===== config.mk =====
export PLATFORM = sky130hd
export DESIGN_NAME = int_hazard_ctrl
export DESIGN_NICKNAME = d
export VERILOG_FILES = /design/src/rtl/int_hazard_ctrl.sv
export SDC_FILE = /design/constraint.sdc
export NUM_CORES = 1
export LEC_CHECK = 0
export CORE_ASPECT_RATIO = 0.6
export CORE_MARGIN = 5
export CORE_UTILIZATION = 30
export DETAILED_ROUTE_END_ITERATION = 8
export HOLD_SLACK_MARGIN = 0.05
export PLACE_DENSITY = 0.59
export SYNTH_ARGS = -nofsm -noshare
export SYNTH_HDL_FRONTEND = slang
export SYNTH_SLANG_ARGS = --single-unit

===== constraint.sdc =====
create_clock -name clk -period 5.3 [get_ports clk]
set_input_delay 1.06 -clock clk [delete_from_list [all_inputs] [get_ports clk]]
set_output_delay 1.06 -clock clk [all_outputs]
set_load 0.1 [all_outputs]

===== src/rtl/int_hazard_ctrl.sv =====
// Integer pipeline hazard controller: tracks EX/WB destinations, drives operand
// bypass selects, stalls issue on load-use and sequences regfile writeback.
`ifndef XLEN
`define XLEN 32
`endif

module int_hazard_ctrl #(
    parameter int XLEN = `XLEN
) (
    input  logic            clk,
    input  logic            rst,
    input  logic            issue_valid,
    output logic            issue_ready,
    input  logic [4:0]      issue_rs1,
    input  logic [4:0]      issue_rs2,
    input  logic [4:0]      issue_rd,
    input  logic            issue_rd_we,
    input  logic            issue_is_load,
    output logic [1:0]      fwd_sel_rs1,
    output logic [1:0]      fwd_sel_rs2,
    input  logic [XLEN-1:0] ex_result,
    input  logic            load_done,
    input  logic [XLEN-1:0] load_data,
    output logic            wb_we,
    output logic [4:0]      wb_rd,
    output logic [XLEN-1:0] wb_data,
    input  logic            flush,
    output logic [15:0]     stall_count
);

    logic            ex_valid_reg;
    logic [4:0]      ex_rd_reg;
    logic            ex_we_reg;
    logic            ex_is_load_reg;
    logic            ex_ready_reg;
    logic            wb_we_reg;
    logic [4:0]      wb_rd_reg;
    logic [XLEN-1:0] wb_data_reg;
    logic [15:0]     stall_count_reg;

    logic            ex_ready_now;
    logic            ex_can_adv;
    logic            accept;
    logic [4:0]      src_rs  [2];
    logic [1:0]      src_sel [2];
    logic            src_haz [2];

    // A waiting load becomes ready in the very cycle its data arrives.
    assign ex_ready_now = ex_ready_reg | (ex_is_load_reg & load_done);
    assign ex_can_adv   = !ex_valid_reg || ex_ready_now;

    assign src_rs[0] = issue_rs1;
    assign src_rs[1] = issue_rs2;

    generate
        for (genvar gi = 0; gi < 2; gi++) begin : g_src
            always_comb begin
                src_sel[gi] = 2'd0;
                src_haz[gi] = 1'b0;
                if (src_rs[gi] == 5'd0) begin
                    src_sel[gi] = 2'd0;
                end else if (ex_valid_reg && ex_we_reg && ex_rd_reg == src_rs[gi]) begin
                    if (ex_ready_now) src_sel[gi] = 2'd1;
                    else              src_haz[gi] = 1'b1;
                end else if (wb_we_reg && wb_rd_reg == src_rs[gi]) begin
                    src_sel[gi] = 2'd2;
                end
            end
        end
    endgenerate

    assign issue_ready = rst || (!flush && !src_haz[0] && !src_haz[1] && ex_can_adv);
    assign fwd_sel_rs1 = rst ? 2'd0 : src_sel[0];
    assign fwd_sel_rs2 = rst ? 2'd0 : src_sel[1];
    assign accept      = issue_valid && issue_ready && !rst;

    always_ff @(posedge clk or posedge rst) begin
        if (rst) begin
            ex_valid_reg    <= 1'b0;
            ex_rd_reg       <= 5'd0;
            ex_we_reg       <= 1'b0;
            ex_is_load_reg  <= 1'b0;
            ex_ready_reg    <= 1'b0;
            wb_we_reg       <= 1'b0;
            wb_rd_reg       <= 5'd0;
            wb_data_reg     <= '0;
            stall_count_reg <= 16'd0;
        end else begin
            if (ex_can_adv) begin
                // A flushed EX slot is killed rather than promoted to WB.
                wb_we_reg <= ex_valid_reg && !flush && ex_we_reg && (ex_rd_reg != 5'd0);
                if (ex_valid_reg && !flush) begin
                    wb_rd_reg   <= ex_rd_reg;
                    wb_data_reg <= ex_is_load_reg ? load_data : ex_result;
                end
                ex_valid_reg   <= accept;
                ex_rd_reg      <= issue_rd;
                ex_we_reg      <= issue_rd_we;
                ex_is_load_reg <= issue_is_load;
                ex_ready_reg   <= !issue_is_load;
            end else begin
                wb_we_reg <= 1'b0;
                if (flush)          ex_valid_reg <= 1'b0;
                else if (load_done) ex_ready_reg <= 1'b1;
            end

            if (issue_valid && !issue_ready && stall_count_reg != 16'hFFFF)
                stall_count_reg <= stall_count_reg + 16'd1;
        end
    end

    assign wb_we       = wb_we_reg;
    assign wb_rd       = wb_rd_reg;
    assign wb_data     = wb_data_reg;
    assign stall_count = stall_count_reg;

endmodule

# After elaboration in Yosys (flattened, before gate mapping)
# Cells that the tools add are included.
word_totals:
  regBits: 63
  inputBits: 86
  word_cells: 70
classes:
  addsub: 1
  n_eq_ne: 6
  n_mux: 21
  bitwise: 2
  n_reduce_logical: 31
ops:
  columns: ["cell", "count"]
  rows:
  - ["two-way mux 32 bit", 1]
  - ["equality test 5 bit", 4]
  - ["adder 16 x 1 -> 16 bit (second input constant)", 1]
  - ["two-way mux 2 bit", 8]
  - ["!= test 16 bit (second input constant)", 1]
  - ["logical AND 1 bit", 15]
  - ["two-way mux 1 bit", 12]
  - ["zero test 5 bit", 2]
  - ["zero test 1 bit", 7]
  - ["nonzero test 5 bit", 1]
  - ["AND reduction 2 bit", 2]
  - ["nonzero test 2 bit", 2]
  - ["logical OR 1 bit", 2]
  - ["!= test 2 x 1 -> 1 bit (second input constant)", 1]
  - ["bitwise AND 1 bit", 1]
  - ["bitwise OR 1 bit", 1]

# Longest topological paths before layout
logic_depth:
  depth_word: 13
  depth_mapped: 8
  depth_no_buf: 6

# Least setup slack after synthesis
# No wires, ideal clock.
synth_path:
  kind: "input to output"
  from: "in issue_rs2[1]"
  to: "out fwd_sel_rs2[0]"
  arrival_ns: 4.529
  slack_ns: -0.289
  stages: 4
  cell_sequence: "xnor2_1 > nand4_1 > or3_1 > nor4_1"
synth_via:
  elab_chain_len: 5
synth_rtl:
  columns: ["element", "line", "rtl"]
  rows:
  - ["start: declaration", "15", "input logic [4:0] issue_rs2,"]
  - ["equality test 5 bit", "62", "end else if (ex_valid_reg && ex_we_reg && ex_rd_reg == src_rs[gi]) begin"]
  - ["logical AND 1 bit", "62", null]
  - ["two-way mux 2 bit", "62", null]
  - ["two-way mux 2 bit *", "60", "if (src_rs[gi] == 5'd0) begin"]
  - ["two-way mux 2 bit *", "74", "assign fwd_sel_rs2 = rst ? 2'd0 : src_sel[1];"]
  - ["end: declaration", "20", "output logic [1:0] fwd_sel_rs2,"]
# Mark *: on every way between the ends. The rest lies on a longest branch, timed or not.

# Final worst setup path
layout_path:
  from: "in issue_rs2[2]"
  to: "out fwd_sel_rs2[0]"
# Same word-level chain as after synthesis.

==> flow_summary.yaml <==
status:
  status: "completed"
power:
  power_density_mw_per_mm2: 457
  power_frac_seq: 0.293
  leakage_nw: 2.11
  peakVddDrop_v: 0.000395
  swShare: 0.475
  switching_power_mw: 1.07
  internal-power_mw: 1.19
  power_frac_clock: 0.236
  power_frac_comb: 0.471
synth:
  synth_top_area_cell: "dfrtp_1"
  yosysSeqAreaShare: 0.510
  yosys-top-cells-area: "dfrtp_1, mux2i_1, xnor2_1"
  synth_most_common_cell: "dfrtp_1"
  async_flop_share: 1.00
  syn_avg_cell_area_um2: 10.9
  syn_inst: 283
  dominantRegCellSynth: "dfrtp_1"
  synth_warnings: 0
  synth_top_area_share: 0.510
  syn_nets: 370
  yosys.cell_types.count: 31
  synth_common_cells: "dfrtp_1, nand2_1, mux2i_1, o21ai_0, xnor2_1"
  synthesis.area_mm2: 0.00309
  synth_seq_cells: 63
  synth-edff-count: 0
routing:
  ant_nets: 0
  routedWlPerCell_um: 16.0
  vias_per_cell: 4.58
  finalWirelength_um: 9080
  vias: 2602
  first_pass_iters: 4
  drc: 0
  drt_iter0_drc: 148
worst_hold_path:
  min_path_type: "reg2reg"
  hp-start: "wb_data[25]$_DFFE_PP0P_"
  min_to: "wb_data[25]$_DFFE_PP0P_"
  hold_path_depth: 2
setup_path:
  r2r_cells: 4
  crit_fanout: 3
  cp-end-kind: "primary output"
  r2r_end: "wb_rd[1]$_DFFE_PP0P_"
  cp_num_buf_inv: 2
  crit_family: "buffers and inverters"
  cp.arrival_ps: 2820
  r2r_slack_ps: 2390
  startpoint_type: "input port"
  crit_required_ps: 4240
  critPathMaxStageDelay_ps: 530
  r2r-start: "ex_is_load_reg$_DFFE_PP0N_"
  path_class: "in2out"
  crit_path_cell_trace: "clkdlybuf4s50_1 > xnor2_1 > nand4_1 > or3_1 > nor4_2 > buf_4"
  crit_slowest_cell: "clkdlybuf4s50_1"
floorplanning:
  ios: 145
  dieHeight_um: 88.6
  rows: 28
  start_util: 0.310
  die_x_um: 141
  dieArea_mm2: 0.0125
  core_area_mm2: 0.00995
layout:
  utilization: 0.497
  layout.nets: 515
  finish.instance_area_mm2: 0.00494
  instances_no_fill: 568
  largest_register_ffs: 32
  n_antenna_cell: 0
  syn_to_final_growth_pct: 60.0
  layout-drive-gt1-share: 0.104
job:
  max_cap_violations: 0
clock_tree:
  cts_max_level: 3
  cts_buffers: 9
  clock_latency_ps: 320
  clkTransAtPathRegs_ps: 50
  hold_buffers: 0
  post-cts-setup-buffer-count: 0
  cts_resized: 0
  cts_root_buf: "clkbuf_16"
  clockBufferDepth: 2
  tritoncts: "built"
  cts.sinks: 63
global_routing:
  globalRouteMet3Util: 0.0637
  grt_pass1_vias: 2691
  busiest_layer: "met1"
  use_met2: 0.206
  gr-total-overflow: 0
  grt_pass1_wl_um: 14500
  antenna_found_initial: 0
  grtUsageTotal: 0.150
  met1_usage: 0.218
  grt_max_degree: 70
placed_design:
  post-place-cells: 552
  place_congestion: 0.903
  dpl-instance-area_mm2: 0.00467
  dp_hpwl_um: 7050
  io_buffers: 144
timing:
  fin_tns_setup_ps: 0
  layout_min_cycle_time_ps: 3880
  rsz0062_at_grt: "false"
  max_slew_margin: 0.267
  skew_ps: 4.91
  worst_pin_slew_ps: 1100
  drv_slew: 0
  fin_crit_sh: 0.732
  clock.fmax_mhz: 258
  finalHoldViolCount: 0
  setup_viol: 0
[per-stage QoR]
stage | setup WS (ps) | hold WS (ps) | total power, mW
global placement | 1490 | 465 | 1.74
detailed placement | 1440 | 470 | 1.74
CTS | 1430 | 481 | 2.29
global route | 1360 | 495 | 2.37
finish | 1420 | 473 | 2.26
floorplan | 500 | 481 | 1.43
[routing by layer]
layer  share of wire  vias up
met1            0.50     1203
met4          0.0077        0
met3           0.091        9
li1                -     1290
met5               0        -
met2            0.40      100
[power groups by stage]
stage	registers, mW	clock network [mW]	logic [mW]
2_1_floorplan	1.28	0	0.148
3_3_place_gp	0.671	0	1.07
3_5_place_dp	0.672	0	1.07
4_1_cts	0.665	0.553	1.07
5_1_grt	0.682	0.579	1.10
6_report	0.663	0.533	1.06
[cell usage in the layout (no fill, tap or decap), drive strengths merged, types with 8 or more instances in the layout]
cell / count
nand2: 43
mux2: 13
xor2: 9
clkdlybuf4s50: 139
o21ai: 32
dfrtp: 63
mux2i: 32
clkbuf: 12
xnor2: 24
nand4: 8
[cell families (layout without fill, tap and decap cells)]
family                   after synthesis  after routing  share of synthesized area
AND/OR/NAND/NOR                       84             84                      0.139
flip-flops                            63             63                      0.510
multiplexers                          45             45                      0.151
AO/OA/AOI/OAI                         41             41                     0.0810
XOR/XNOR                              33             33                     0.0936
buffers and inverters                 16            166                     0.0207
adder cells (fa/ha/maj)                1              1                    0.00405
[worst max-delay path by stage]
| stage | startpoint | end | slack (ps) | depth (start not counted) |
|---|---|---|---|---|
| floorplan | rst | fwd_sel_rs2[1] | 500 | 4 |
| global placement | issue_rs2[2] | fwd_sel_rs2[0] | 1490 | 6 |
| detailed placement | issue_rs2[2] | fwd_sel_rs2[0] | 1440 | 6 |
| CTS | issue_rs2[2] | fwd_sel_rs2[0] | 1430 | 6 |
| global route | issue_rs2[2] | fwd_sel_rs2[0] | 1360 | 6 |
| finish | issue_rs2[2] | fwd_sel_rs2[0] | 1420 | 6 |
[final cells by class]
type                            count  area [µm²]
Inverter                            5        18.8
Sequential cell                    63        1580
Fill cell                         917        5010
Multi-Input combinational cell    204        1460
Timing Repair Buffer              145        1440
Clock buffer                       12         256
Tap cell                          135         169
Clock inverter                      4        20.0
[worst min-delay path, stage by stage (launching register included)]
cell and delay [ps]:
dfrtp_1 330, nand2_1 50, o21ai_0 60
(Power assumes the default switching activity.)
